### src/rtl/fifo_rd_ctrl.sv
`default_nettype none
// ==========================================================================
// Module : fifo_rd_ctrl
// Drains a fixed-latency FIFO into a credit-checked holding buffer feeding a
// valid/ready output stream.   Rev : 1.0
// ==========================================================================
module fifo_rd_ctrl #(
    parameter int DATA_WIDTH = 8,
    parameter int RD_LATENCY = 1,
    parameter int BUF_DEPTH  = 4,
    parameter int CNT_WIDTH  = 16
) (
    input  logic                  i_clk,
    input  logic                  i_rst_n,
    input  logic                  i_fifo_empty,
    output logic                  o_fifo_rd,
    input  logic [DATA_WIDTH-1:0] iv_fifo_rdata,
    input  logic                  i_ready,
    output logic [DATA_WIDTH-1:0] ov_data,
    output logic                  o_data_wr,
    output logic [CNT_WIDTH-1:0]  ov_rd_cnt,
    output logic                  o_buf_full
);

    localparam int ADDR_W = $clog2(BUF_DEPTH);
    localparam int OCC_W  = ADDR_W + 1;
    localparam int CRED_W = ADDR_W + 2;
    localparam logic [OCC_W-1:0]  DEPTH_OCC  = OCC_W'(BUF_DEPTH);
    localparam logic [CRED_W-1:0] DEPTH_CRED = CRED_W'(BUF_DEPTH);

    logic [DATA_WIDTH-1:0] mem [BUF_DEPTH];
    logic [ADDR_W-1:0]     wr_ptr;
    logic [ADDR_W-1:0]     rd_ptr;
    logic [OCC_W-1:0]      occ;
    logic [RD_LATENCY-1:0] vld;
    logic [DATA_WIDTH-1:0] last_data;
    logic [CRED_W-1:0]     inflt;
    logic [CRED_W-1:0]     credits;
    logic                  push;
    logic                  pop;

    assign pop  = o_data_wr && i_ready;
    assign push = vld[RD_LATENCY-1];

    always_comb begin
        inflt = '0;
        for (int i = 0; i < RD_LATENCY; i++) begin
            inflt = inflt + CRED_W'(vld[i]);
        end
    end

    // A word popped this cycle frees its slot in time for a new read.
    assign credits   = CRED_W'(occ) + inflt - CRED_W'(pop);
    assign o_fifo_rd = i_rst_n && !i_fifo_empty && (credits < DEPTH_CRED);

    generate
        if (RD_LATENCY == 1) begin : g_dly_single
            always_ff @(posedge i_clk or negedge i_rst_n) begin
                if (!i_rst_n) begin
                    vld <= '0;
                end else begin
                    vld <= o_fifo_rd;
                end
            end
        end else begin : g_dly_shift
            always_ff @(posedge i_clk or negedge i_rst_n) begin
                if (!i_rst_n) begin
                    vld <= '0;
                end else begin
                    vld <= {vld[RD_LATENCY-2:0], o_fifo_rd};
                end
            end
        end
    endgenerate

    always_ff @(posedge i_clk) begin
        if (push) begin
            mem[wr_ptr] <= iv_fifo_rdata;
        end
    end

    always_ff @(posedge i_clk or negedge i_rst_n) begin
        if (!i_rst_n) begin
            wr_ptr    <= '0;
            rd_ptr    <= '0;
            occ       <= '0;
            last_data <= '0;
            ov_rd_cnt <= '0;
        end else begin
            if (push) begin
                wr_ptr <= wr_ptr + ADDR_W'(1);
            end
            if (pop) begin
                rd_ptr    <= rd_ptr + ADDR_W'(1);
                ov_rd_cnt <= ov_rd_cnt + CNT_WIDTH'(1);
            end
            if (push && !pop) begin
                occ <= occ + OCC_W'(1);
            end else if (!push && pop) begin
                occ <= occ - OCC_W'(1);
            end
            // Shadow of the presented word so the output holds once drained.
            if (occ != '0) begin
                last_data <= mem[rd_ptr];
            end
        end
    end

    assign o_data_wr  = (occ != '0);
    assign ov_data    = o_data_wr ? mem[rd_ptr] : last_data;
    assign o_buf_full = (occ == DEPTH_OCC);

endmodule
`default_nettype wire

### config.mk
export PLATFORM = sky130hd
export DESIGN_NAME = fifo_rd_ctrl
export DESIGN_NICKNAME = d
export VERILOG_FILES = /design/src/rtl/fifo_rd_ctrl.sv
export SDC_FILE = /design/constraint.sdc
export NUM_CORES = 1
export LEC_CHECK = 0
export CAP_MARGIN = 20
export CORE_MARGIN = 3
export CORE_UTILIZATION = 50
export DETAILED_ROUTE_END_ITERATION = 8
export PLACE_DENSITY = 0.71
export SLEW_MARGIN = 20
export SYNTH_ARGS = -nofsm -noshare
export SYNTH_HDL_FRONTEND = slang
export SYNTH_SLANG_ARGS = --single-unit
export TNS_END_PERCENT = 30
### constraint.sdc
create_clock -name i_clk -period 3.35 [get_ports i_clk]
set_clock_uncertainty 0.1 [all_clocks]
set_input_delay 0.67 -clock i_clk [delete_from_list [all_inputs] [get_ports i_clk]]
set_output_delay 0.67 -clock i_clk [all_outputs]
set_load 0.02 [all_outputs]
==> out/qor.yml <==
maxCapViolations: 0
worst_pin_slew_ns: 0.556
ys_async_sr_fraction: 0.500
grt_use_total: 0.179
route.detailed.drc: 0
cp_slowest_cell: "dfrtp_1"
synth_warnings: 0
wl_met3_um: 151
finalHoldViolCount: 0
powerDensity_nw_per_um2: 823
gp_congestion: 0.756
area_delta_synth_final_pct: 30.3
cp.arrival_ns: 2.43
cts_hold_buf: 0
nNetsFinal: 264
finalSetupViolations: 0
fillers: 361
final_cells: 317
finalWirelength_um: 5060
critical_path_class: "register to output pin"
multi_input_area_um2: 912
initial_core_util: 0.523
cp_data_required_time_ns: 2.58
core-area_um2: 5170
p_leak_nw: 1.40
wl_met1_um: 2070
clockBufferDepth: 2
pin_count: 39
synth-seq-area-share: 0.651
max-vdd-ir-drop_mv: 0.565
crit_chain: "o31ai_4, inv_2, ha_4, inv_2, ha_4, a31oi_2, buf_4, nand3_1, a311oi_2, buf_4"
h-tree-depth: 3
clock-sinks: 64
finish.instance_area_um2: 3530
fin_hold_ws_ns: 0.381
synth_ff_type: "edfxtp_1"
portBuffers: 38
status: "finished clean"
seq_area_um2: 1760
drt_iter0_drc: 104
slew_headroom: 0.629
route.met2.wl_um: 2760
cts_made_buffers: 9
maxUsedRoutingLayer: "met4"
finalMaxSlewViolations: 0
grt_start_max_net_pins: 33
antenna_cells: 0
cts_tree: "done"
fmax_ghz: 0.313
rsz0062_at_grt: "no"
place_area_um2: 3250
synth-seq-cells: 64
final_util: 0.682
syn-mean-instance-area_um2: 15.7
syn_area_um2: 2710
cp-start-kind: "register"
cp_max_fo: 2
grt_pass1_wl_um: 8420
die_x_um: 79.6
place_hpwl_um: 3460
placed_cells: 289
layout-drive-gt1-share: 0.291
fin_crit_ns: 3.20
dieArea_um2: 6330
rows: 26
wl_per_cell_um: 16.0
netlist-cell-type-count: 30
root_buffer: "clkbuf_8"
vias: 1614
synth_edf_count: 32
viasPerCell: 5.09
max_stage_delay_ns: 0.41
overflow: 0
hold_path_class: "register to register"
grt_pass1_vias: 1727
antenna_found_initial: 0
die_h_um: 79.6
clk_latency_ns: 0.32
cp-end-kind: "output pin"
syn_inst: 172
dr.pass1.iters: 4
final_common_cell: "clkdlybuf4s50_1"
layout_common_cells: "clkdlybuf4s50_1, dfrtp_1, edfxtp_1"
clkSlewWorstSetupHoldPaths_ns: 0.07
finalCritPeriodShare: 0.954
antenna_left: 0
synthesis.nets: 194
==> synth_stat cells, types with 4 or more instances <==
cell      number  area share
nand4_1        4      0.0092
nand3_1        6       0.011
dfrtp_1       32        0.30
inv_1         13       0.018
mux2_2         9       0.037
xor2_1         6       0.019
mux4_2         8       0.067
nor2_1         6      0.0083
ha_1           9       0.042
edfxtp_1      32        0.36
and2_1         4      0.0092
xnor2_1       15       0.049
nand2_1       10       0.014
==> where the power goes <==
part / internal, mW / switching, mW / total, mW
sequential: 0.994 / 0.150 / 1.14
clock: 0.260 / 0.280 / 0.540
combinational: 0.663 / 0.556 / 1.22
==> cells by family after synthesis <==
kind of cell | Yosys count | synth area share
compound gates | 4 | 0.0153
simple gates | 40 | 0.0860
xor+xnor | 21 | 0.0680
flops | 64 | 0.651
fa+ha+maj | 10 | 0.0490
buf+inv | 16 | 0.0264
mux | 17 | 0.104
==> timing repair <==
action,CTS,global route
pin swaps,1,2
setup buffers,11,1
gates cloned,0,0
gates resized for setup,6,8
endpoints found under the setup margin,1,2
==> state kept, by name, indices dropped and copies added, names as in the netlist <==
signal     count
push           1
rd_ptr         2
wr_ptr         2
ov_rd_cnt     16
mem           32
occ            3
last_data      8
==> critical path, delay by kind of cell, from the launching register on <==
kind	cells	cell delay, ns
compound gates	3	0.79
simple gates	1	0.08
buf+inv	4	0.47
fa+ha+maj	2	0.35
flops	1	0.41
==> stage by stage <==
| stage | power [mW] | setup TNS, ns | worst slack [ns] |
|---|---|---|---|
| after CTS | 2.89 | 0 | 0.0400 |
| after global routing | 3.09 | 0 | 0.0184 |
| after floorplan | 1.81 | 0 | 0.148 |
| after global placement | 2.23 | -0.693 | -0.693 |
| after detailed placement | 2.29 | -0.768 | -0.768 |
| final | 2.90 | 0 | 0.154 |
==> area by class of cell <==
class / instances / area share
clock buffer: 9 / 0.0351
inverter: 13 / 0.0138
tap: 70 / 0.0248
multi-input combinational: 92 / 0.259
clock inverter: 7 / 0.0110
timing repair buffer: 62 / 0.157
sequential: 64 / 0.500
==> per-layer routing <==
metal  vias to the layer above  track usage
li1                        757            -
met2                        29        0.317
met1                       821        0.213
met3                         7       0.0339
met5                         -            0
met4                         0       0.0722
==> path summary, 6_finish.rpt <==
check | from | to | slack [ns] | cells after the start
setup / recovery | occ[0]$_DFFE_PN0N_ | o_fifo_rd | 0.15 | 10
max in group asynchronous | i_rst_n | last_data[3]$_DFF_PN0_ | 2.06 | 2
hold reg to reg | ov_rd_cnt[15]$_DFFE_PN0P_ | ov_rd_cnt[15]$_DFFE_PN0P_ | 0.38 | 1
setup reg to reg | occ[0]$_DFFE_PN0N_ | push$_DFF_PN0_ | 0.23 | 19
min in group asynchronous | i_rst_n | last_data[2]$_DFF_PN0_ | 0.78 | 2
hold / removal | ov_rd_cnt[15]$_DFFE_PN0P_ | ov_rd_cnt[15]$_DFFE_PN0P_ | 0.38 | 1
Power figures use the tool's default switching activity.
